`config.mk`:
```
export PLATFORM = sky130hd
export DESIGN_NAME = maple_out
export DESIGN_NICKNAME = d
export VERILOG_FILES = /design/src/rtl/maple_out.sv
export SDC_FILE = /design/constraint.sdc
export NUM_CORES = 1
export LEC_CHECK = 0
export BUFFER_PORTS_ARGS = -buffer_cell sky130_fd_sc_hd__clkbuf_2
export CORE_ASPECT_RATIO = 0.75
export CORE_MARGIN = 2
export CORE_UTILIZATION = 56
export DETAILED_ROUTE_END_ITERATION = 16
export GPL_TIMING_DRIVEN = 0
export HOLD_SLACK_MARGIN = 0.08
export PLACE_DENSITY = 0.86
export SLEW_MARGIN = 5
export SYNTH_ARGS = -nofsm -noshare
export SYNTH_HDL_FRONTEND = slang
export SYNTH_SLANG_ARGS = --single-unit
```
`constraint.sdc`:
```
create_clock -name clk -period 3.6 [get_ports clk]
set_input_delay 0.18 -clock clk [delete_from_list [all_inputs] [get_ports clk]]
set_output_delay 0.18 -clock clk [all_outputs]
set_load 0.01 [all_outputs]
```
`src/rtl/maple_out.sv`:
```
// maple_out: Maple bus transmitter. Serializes bytes from a valid/ready source
// onto SDCKA (pin1) and SDCKB (pin5). The frame is a start pattern, then data
// bits whose clock line alternates between the two pins, then an optional XOR
// checksum byte, then the end pattern, followed by an idle gap with the bus released.
module maple_out #(
    parameter int PHASE_CLKS   = 9,
    parameter int GAP_CLKS     = 54,
    parameter int ADD_CHECKSUM = 1
) (
    input  logic       clk,
    input  logic       reset_n,
    input  logic [7:0] tx_data,
    input  logic       tx_valid,
    input  logic       tx_last,
    output logic       tx_ready,
    output logic       pin1_out,
    output logic       pin5_out,
    output logic       oe,
    output logic       busy,
    output logic       frame_done,
    output logic       underrun
);
    localparam int PW = (PHASE_CLKS > 1) ? $clog2(PHASE_CLKS) : 1;
    localparam int GW = (GAP_CLKS > 1) ? $clog2(GAP_CLKS) : 1;

    localparam logic [2:0] S_IDLE  = 3'd0;
    localparam logic [2:0] S_START = 3'd1;
    localparam logic [2:0] S_DATA  = 3'd2;
    localparam logic [2:0] S_END   = 3'd3;
    localparam logic [2:0] S_GAP   = 3'd4;

    logic [2:0]    state;
    logic [PW-1:0] ph_cnt;     // clk count within the current line phase
    logic [3:0]    step;       // phase index within START / END
    logic [2:0]    bit_cnt;    // bit index within the byte, 0 = MSB
    logic [1:0]    sub;        // phase within a bit: 0 = a, 1 = b, 2 = c
    logic [GW-1:0] gap_cnt;
    logic [7:0]    hold_data;
    logic [7:0]    shift;
    logic [7:0]    checksum;
    logic          hold_full;
    logic          hold_last;
    logic          last_acc;   // final payload byte already accepted
    logic          cur_last;   // byte in the shift register is the final payload byte
    logic          send_ck;    // byte in the shift register is the checksum
    logic          armed;      // keeps tx_ready low for the first cycle after reset
    logic          hs;
    logic          phase_end;
    logic          byte_end;
    logic          gap_done;
    logic          load_hold;
    logic          data_clk;

    assign phase_end = (ph_cnt == PW'(PHASE_CLKS - 1));
    assign byte_end  = (state == S_DATA) && phase_end && (sub == 2'd2) && (bit_cnt == 3'd7);
    assign gap_done  = (gap_cnt == GW'(GAP_CLKS - 1));
    assign load_hold = ((state == S_START) && phase_end && (step == 4'd9)) ||
                       (byte_end && !send_ck && !cur_last && hold_full);
    assign tx_ready  = armed && !hold_full && !last_acc &&
                       ((state == S_IDLE) || (state == S_START) || (state == S_DATA));
    assign hs        = tx_valid && tx_ready;
    assign busy      = (state != S_IDLE);
    assign oe        = (state == S_START) || (state == S_DATA) || (state == S_END);

    // Phase timebase: free-runs 0..PHASE_CLKS-1 while a frame is on the wire.
    always_ff @(posedge clk) begin
        if (!reset_n || state == S_IDLE || state == S_GAP || phase_end) begin
            ph_cnt <= '0;
        end else begin
            ph_cnt <= ph_cnt + 1'b1;
        end
    end

    // Holding register and running checksum; a handshake wins over a drain.
    always_ff @(posedge clk) begin
        if (!reset_n) begin
            hold_data <= '0;
            hold_full <= 1'b0;
            hold_last <= 1'b0;
            last_acc  <= 1'b0;
            checksum  <= '0;
            armed     <= 1'b0;
        end else begin
            armed <= 1'b1;
            if (hs) begin
                hold_data <= tx_data;
                hold_full <= 1'b1;
                hold_last <= tx_last;
                checksum  <= checksum ^ tx_data;
                if (tx_last) begin
                    last_acc <= 1'b1;
                end
            end else if (load_hold) begin
                hold_full <= 1'b0;
            end
            if (state == S_GAP && gap_done) begin
                checksum <= '0;
                last_acc <= 1'b0;
            end
        end
    end

    // Frame sequencer: start pattern, data bytes, checksum, end pattern, gap.
    always_ff @(posedge clk) begin
        if (!reset_n) begin
            state      <= S_IDLE;
            step       <= '0;
            bit_cnt    <= '0;
            sub        <= '0;
            gap_cnt    <= '0;
            shift      <= '0;
            cur_last   <= 1'b0;
            send_ck    <= 1'b0;
            frame_done <= 1'b0;
            underrun   <= 1'b0;
        end else begin
            frame_done <= 1'b0;
            underrun   <= 1'b0;
            case (state)
                S_IDLE: begin
                    if (hs) begin
                        state   <= S_START;
                        step    <= '0;
                        send_ck <= 1'b0;
                    end
                end
                S_START: begin
                    if (phase_end) begin
                        if (step == 4'd9) begin
                            state    <= S_DATA;
                            shift    <= hold_data;
                            cur_last <= hold_last;
                            bit_cnt  <= '0;
                            sub      <= '0;
                        end else begin
                            step <= step + 4'd1;
                        end
                    end
                end
                S_DATA: begin
                    if (phase_end) begin
                        if (sub != 2'd2) begin
                            sub <= sub + 2'd1;
                        end else begin
                            sub <= '0;
                            if (bit_cnt != 3'd7) begin
                                bit_cnt <= bit_cnt + 3'd1;
                                shift   <= {shift[6:0], 1'b0};
                            end else begin
                                bit_cnt <= '0;
                                if (send_ck) begin
                                    state <= S_END;
                                    step  <= '0;
                                end else if (cur_last) begin
                                    if (ADD_CHECKSUM != 0) begin
                                        shift   <= checksum;
                                        send_ck <= 1'b1;
                                    end else begin
                                        state <= S_END;
                                        step  <= '0;
                                    end
                                end else if (hold_full) begin
                                    shift    <= hold_data;
                                    cur_last <= hold_last;
                                end else begin
                                    underrun <= 1'b1;
                                    state    <= S_END;
                                    step     <= '0;
                                end
                            end
                        end
                    end
                end
                S_END: begin
                    if (phase_end) begin
                        if (step == 4'd5) begin
                            state      <= S_GAP;
                            gap_cnt    <= '0;
                            frame_done <= 1'b1;
                        end else begin
                            step <= step + 4'd1;
                        end
                    end
                end
                S_GAP: begin
                    if (gap_done) begin
                        state    <= S_IDLE;
                        cur_last <= 1'b0;
                        send_ck  <= 1'b0;
                    end else begin
                        gap_cnt <= gap_cnt + 1'b1;
                    end
                end
                default: state <= S_IDLE;
            endcase
        end
    end

    // Line drive: decoded directly from the sequencer position.
    always_comb begin
        pin1_out = 1'b1;
        pin5_out = 1'b1;
        data_clk = (sub != 2'd1);
        case (state)
            S_START: begin
                if (step == 4'd0) begin
                    pin1_out = 1'b0;
                end else if (step != 4'd9) begin
                    pin1_out = 1'b0;
                    pin5_out = ~step[0];
                end
            end
            S_DATA: begin
                if (!bit_cnt[0]) begin
                    pin1_out = data_clk;
                    pin5_out = shift[7];
                end else begin
                    pin1_out = shift[7];
                    pin5_out = data_clk;
                end
            end
            S_END: begin
                if (step == 4'd0) begin
                    pin5_out = 1'b0;
                end else if (step != 4'd5) begin
                    pin1_out = ~step[0];
                    pin5_out = 1'b0;
                end
            end
            default: begin
                pin1_out = 1'b1;
                pin5_out = 1'b1;
            end
        endcase
    end
endmodule

```
==> results of run 1 <==
sequential cells by signal (all words and copies together) (netlist names), 2 cells and up:
| name | count |
|---|---|
| sub | 2 |
| hold_data | 8 |
| ph_cnt | 4 |
| gap_cnt | 6 |
| bit_cnt | 3 |
| checksum | 8 |
| shift | 8 |
| step | 4 |
| state | 3 |
where the power goes:
| part | leakage [nW] | switching, mW | internal (mW) |
|---|---|---|---|
| clock | 0.0491 | 0.219 | 0.144 |
| sequential | 0.438 | 0.0114 | 0.611 |
| combinational | 0.648 | 0.0518 | 0.0308 |
| total | 1.13 | 0.282 | 0.786 |
synth_stat cells (all sizes together) (2+ instances only):
| library cell | instances | area (um^2) |
|---|---|---|
| ha | 9 | 113 |
| nor2 | 20 | 75.1 |
| and2 | 2 | 12.5 |
| inv | 15 | 56.3 |
| buf | 5 | 43.8 |
| nand3b | 3 | 22.5 |
| o221ai | 8 | 70.1 |
| a31oi | 4 | 25.0 |
| nand2 | 28 | 105 |
| nand3 | 14 | 70.1 |
| a41oi | 2 | 17.5 |
| mux2i | 11 | 110 |
| o31ai | 3 | 22.5 |
| nor2b | 3 | 18.8 |
| and4 | 2 | 17.5 |
| nor3 | 6 | 30.0 |
| o22a | 8 | 70.1 |
| xnor2 | 2 | 17.5 |
| o2111ai | 3 | 26.3 |
| nand4 | 11 | 68.8 |
| a21o | 3 | 22.5 |
| nor3b | 3 | 32.5 |
| a211o | 2 | 17.5 |
| and3b | 4 | 35.0 |
| xor2 | 9 | 78.8 |
| o2bb2a | 2 | 21.3 |
| nand2b | 4 | 25.0 |
| clkbuf | 12 | 45.0 |
| o21ai | 14 | 70.1 |
| o211ai | 2 | 15.0 |
| a21oi | 25 | 129 |
| dfxtp | 54 | 1080 |
| nand4bb | 2 | 22.5 |
| a2111o | 5 | 56.3 |
critical path: stages, from the launching register on:
cell	delay (ns)
dfxtp_1	0.46
ha_1	0.19
ha_1	0.29
clkbuf_1	0.42
nand2_1	0.11
o221ai_1	0.23
a31oi_1	0.13
a311oi_1	0.25
per-layer routing:
layer | GRT usage, % | share of wire, %
met1 | 37.6 | 46
met2 | 36.6 | 44
met3 | 4.02 | 6.9
met4 | 11.7 | 2.5
met5 | 0 | 0
cell families (layout without fill, tap and decap cells):
family	after synthesis	after routing
muxes	11	11
DFF	54	54
AOI/OAI and AO/OA	92	92
buffers and inverters	32	59
xor gates and xnor gates	11	11
adders and majority gates	9	9
and+or+nand+nor	109	109
final cells by class:
cell class	instances	area, um^2
buffer	17	88.8
tap	60	75.1
multi-input combinational	232	1570
timing repair buffer	19	100
inverter	15	56.3
clock buffer	5	68.8
clock inverter	3	26.3
fill	405	1780
sequential	54	1080
final timing paths:
path                                           startpoint                         to  slack, ns
worst max-delay path              bit_cnt[0]$_SDFFE_PN0P_       send_ck$_SDFFE_PN0P_       1.45
worst min-delay path                              tx_last     hold_last$_SDFFE_PN0P_       0.12
worst max register to register    bit_cnt[0]$_SDFFE_PN0P_       send_ck$_SDFFE_PN0P_       1.45
worst min register to register  hold_data[0]$_SDFFE_PN0P_  hold_data[0]$_SDFFE_PN0P_       0.47
==> impl_metrics.py, run 1 <==
metrics = {
    "run_status": {
        "status": "finished, final reports clean",
    },
    "worst_setup_path": {
        "cp.arrival_ns": 2.39,
        "start_kind": "register",
        "worst-path-max-fanout": 10,
        "r2r.worst_path.cells": 7,
        "cp.required_ns": 3.83,
        "crit_path_end_kind": "register",
        "critPathKind": "reg2reg",
    },
    "yosys": {
        "synth_simple_gate_area_share_pct": 21.2,
        "synth_cell_types": 56,
        "synth_edf_count": 0,
        "synth_seq_area_share_pct": 38.6,
        "muxShareOfSynthArea_pct": 3.94,
        "yosys_warnings": 0,
        "yosys_most_used_dff": "dfxtp_1",
        "syn_area_per_cell_um2": 8.80,
        "synth_xor_area_share_pct": 3.44,
        "synth_nets": 339,
        "synth_top_family_by_area": "compound AO/OA/AOI/OAI gates",
        "syn-cell-area_mm2": 0.00280,
        "synth_cells": 318,
        "synthAdderAreaFrac_pct": 4.03,
        "ys_ff_latch": 54,
        "synth_compound_area_share_pct": 23.6,
        "ys_async_sr_fraction_pct": 0,
    },
    "clock_tree": {
        "cts_buffers": 5,
        "htreeDepth": 2,
        "cts_tree": "done",
        "post_cts_buffers": 0,
        "cts_hold_buf": 1,
        "cts-root-buf": "clkbuf_8",
        "clk_path_buf_depth": 2,
        "numClockSinks": 54,
        "clock_latency_ns": 0.32,
        "path_clk_slew_ns": 0.10,
        "cts_resized": 0,
    },
    "drt": {
        "wirelength_mm": 6.75,
        "wl_per_cell_um": 16.7,
        "drc_errors": 0,
        "vias": 2571,
        "drt_iter0_markers": 330,
        "dr.pass1.iters": 6,
        "ant_nets": 0,
        "viasPerCell": 6.35,
    },
    "sta": {
        "worstMarginPinSlew_ns": 1.16,
        "finalSetupViolations": 0,
        "worst_slack_ns": 1.45,
        "maxSlewHeadroom_pct": 21.9,
        "fin_worst_skew_ns": 0.00713,
        "clock.fmax_mhz": 464,
        "report.final.slew_viol_count": 0,
        "layout_min_cycle_time_ns": 2.15,
        "hold_slack_ns": 0.124,
        "period_share_pct": 59.8,
        "setup_tns_ns": 0,
        "hold_viol": 0,
        "rsz0062_at_grt": "false",
    },
    "power": {
        "power_mw": 1.07,
        "peakVddDrop_uv": 257,
        "p_leak_nw": 1.13,
        "power-per-cell-area_mw_per_mm2": 348,
    },
    "placed_design": {
        "place_congestion": 0.880,
        "dp_hpwl_mm": 4.79,
        "place_area_mm2": 0.00296,
        "place_ws_ns": 1.49,
        "numPortBuffers": 18,
        "dp.cells": 396,
    },
    "worst_hold_path": {
        "holdPathStages": 3,
        "hp-class": "in2reg",
    },
    "floorplan": {
        "die-height_um": 65.2,
        "die_area_mm2": 0.00558,
        "core-area_mm2": 0.00484,
        "rows": 22,
        "die_x_um": 85.6,
        "initial_core_util_pct": 57.7,
        "design.portCount": 19,
    },
    "global_routing": {
        "antenna_found_initial": 0,
        "grt-ovfl-total": 0,
        "grtUsageTotal_pct": 25.6,
        "grt_pass1_wl_mm": 11.3,
        "grt_max_degree": 20,
        "grt_pass1_vias": 2411,
    },
    "finish": {
        "stdcell_area_mm2": 0.00307,
        "final_cell_mix": "54 x dfxtp_1, 28 x nand2_1, 24 x a21oi_1",
        "diodes": 0,
        "fin_util_pct": 63.3,
        "layout_commonest_cell": "dfxtp_1",
        "nets": 365,
        "final_cell_count_no_fill": 405,
        "syn2layout_area_growth_pct": 9.66,
        "drive_gt1_share_pct": 11.0,
    },
    "flow_run": {
        "maxCapViolCount": 0,
    },
}
Note: power is estimated with default switching activity, not from simulation.
==> inputs of run 2 (changes only) <==
==> constraint.sdc (replaced) <==
create_clock -name clk -period 2.05 [get_ports clk]
set_input_delay 0.1025 -clock clk [delete_from_list [all_inputs] [get_ports clk]]
set_output_delay 0.1025 -clock clk [all_outputs]
set_load 0.01 [all_outputs]
==> run 2 against run 1 <==
Compared with the run above: maximum frequency is 7.7% higher; via count rose by 1.3%; non-clock buffer count increased by 8; largest cell class unchanged.
==> impl_metrics.py, run 2 (synthesized netlist as in run 1, its figures left out) <==
metrics = {
    "run_status": {
        "status": "finished, final reports clean",
    },
    "placed_design": {
        "place_congestion": 0.880,
        "numPortBuffers": 18,
        "place_ws_ns": -0.0643,
        "dp_hpwl_mm": 4.79,
    },
    "finish": {
        "top_regs": "checksum x8, hold_data x8, shift x8",
        "syn2layout_area_growth_pct": 13.1,
        "diodes": 0,
        "layout_commonest_cell": "dfxtp_1",
        "nets": 373,
        "drive_gt1_share_pct": 12.5,
        "final_cell_mix": "54 x dfxtp_1, 28 x nand2_1, 24 x a21oi_1",
    },
    "power": {
        "peakVddDrop_uv": 460,
        "power-per-cell-area_mw_per_mm2": 597,
        "power_mw": 1.89,
        "p_leak_nw": 1.18,
    },
    "clock_tree": {
        "clock_latency_ns": 0.32,
        "clk_path_buf_depth": 2,
        "cts-root-buf": "clkbuf_8",
        "htreeDepth": 2,
        "cts_buffers": 5,
        "numClockSinks": 54,
        "cts_tree": "done",
        "path_clk_slew_ns": 0.11,
    },
    "global_routing": {
        "antenna_found_initial": 0,
        "grtUsageTotal_pct": 26.1,
        "grt_pass1_wl_mm": 11.6,
        "grt-ovfl-total": 0,
        "grt_pass1_vias": 2468,
        "grt_max_degree": 20,
    },
    "worst_setup_path": {
        "crit_path_end_kind": "register",
        "worst-path-max-fanout": 7,
        "cp.arrival_ns": 2.26,
        "start_kind": "register",
        "critPathKind": "reg2reg",
        "cp-endpoint": "step[1]$_SDFFE_PN0P_",
        "cp-startpoint": "bit_cnt[0]$_SDFFE_PN0P_",
        "cp.required_ns": 2.31,
        "rrSetupSlack_ns": 0.05,
        "r2r.worst_path.cells": 6,
        "r2r_start": "bit_cnt[0]$_SDFFE_PN0P_",
        "regToRegEndpoint": "step[1]$_SDFFE_PN0P_",
    },
    "sta": {
        "maxSlewHeadroom_pct": 54.3,
        "rsz0062_at_grt": "true",
        "worst_slack_ns": 0.0499,
        "worstMarginPinSlew_ns": 0.677,
        "hold_slack_ns": 0.0945,
        "hold_viol": 0,
        "report.final.slew_viol_count": 0,
        "period_share_pct": 97.6,
        "finalSetupViolations": 0,
        "clock.fmax_mhz": 500,
        "fin_worst_skew_ns": 0.00929,
        "layout_min_cycle_time_ns": 2.00,
    },
    "floorplan": {
        "die_area_mm2": 0.00558,
        "die_x_um": 85.6,
        "rows": 22,
        "core-area_mm2": 0.00484,
        "initial_core_util_pct": 57.7,
        "design.portCount": 19,
        "die-height_um": 65.2,
    },
    "worst_hold_path": {
        "hp-class": "in2reg",
    },
    "drt": {
        "drc_errors": 0,
        "viasPerCell": 6.31,
        "vias": 2604,
        "wl_per_cell_um": 16.8,
        "ant_nets": 0,
        "drt_iter0_markers": 297,
        "dr.pass1.iters": 5,
        "wirelength_mm": 6.93,
    },
    "flow_run": {
        "maxCapViolCount": 0,
    },
}
run 2: worst min path at each step:
stage | endpoint | from | depth (start not counted)
3_5_place_dp | armed$_DFF_P_ | reset_n | 1
4_1_cts | hold_data[5]$_SDFFE_PN0P_ | tx_data[5] | 3
2_1_floorplan | armed$_DFF_P_ | reset_n | 0
6_report | hold_data[5]$_SDFFE_PN0P_ | tx_data[5] | 3
3_3_place_gp | armed$_DFF_P_ | reset_n | 1
5_1_grt | hold_data[5]$_SDFFE_PN0P_ | tx_data[5] | 3
run 2: report_power, final:
part | switching [mW] | internal [mW] | total, mW
clock | 0.386 | 0.252 | 0.639
combinational | 0.0938 | 0.0634 | 0.157
sequential | 0.0203 | 1.07 | 1.09
total | 0.500 | 1.39 | 1.89
run 2: area by class of cell:
type	instances	area, um^2
inverters	15	56.3
plain buffers	17	93.8
multi-input cells	232	1590
flip-flops and latches	54	1080
clock buffers	5	68.8
well taps	60	75.1
fillers	390	1680
clock inverters	3	26.3
repair buffers	27	178
run 2: repair_timing:
item                                    CTS  global route
endpoints found under the setup margin    5            19
hold endpoints to repair                  9             0
gates resized for setup                   2             6
hold buffers                              8             0
buffers inserted                          0             1
pin swaps                                 0             1
run 2: metrics by stage:
| step | setup TNS (ns) | cell area, um^2 | util, % | std cells |
|---|---|---|---|---|
| finish | 0 | 3170 | 65.3 | 413 |
| global route | -0.0326 | 3170 | 65.3 | 413 |
| CTS | 0 | 3150 | 65.0 | 412 |
| detailed placement | -0.153 | 2960 | 61.2 | 396 |
| global placement | -0.156 | 2960 | 61.2 | 396 |
| floorplan | 0 | 2800 | - | 318 |
run 2: critical path: stages (launching register included):
cell	delay, ns
dfxtp_1	0.45
ha_1	0.19
ha_2	0.24
and3b_1	0.17
nand4_1	0.15
a221oi_2	0.51
mux2i_1	0.23
run 2: per-layer routing:
| layer | share of wire (%) | routed length (um) | GRT usage, % |
|---|---|---|---|
| met1 | 46 | 3220 | 37.8 |
| met4 | 1.6 | 110 | 10.9 |
| met3 | 6.9 | 481 | 4.15 |
| met5 | 0 | 0 | 0 |
| met2 | 45 | 3120 | 38.7 |
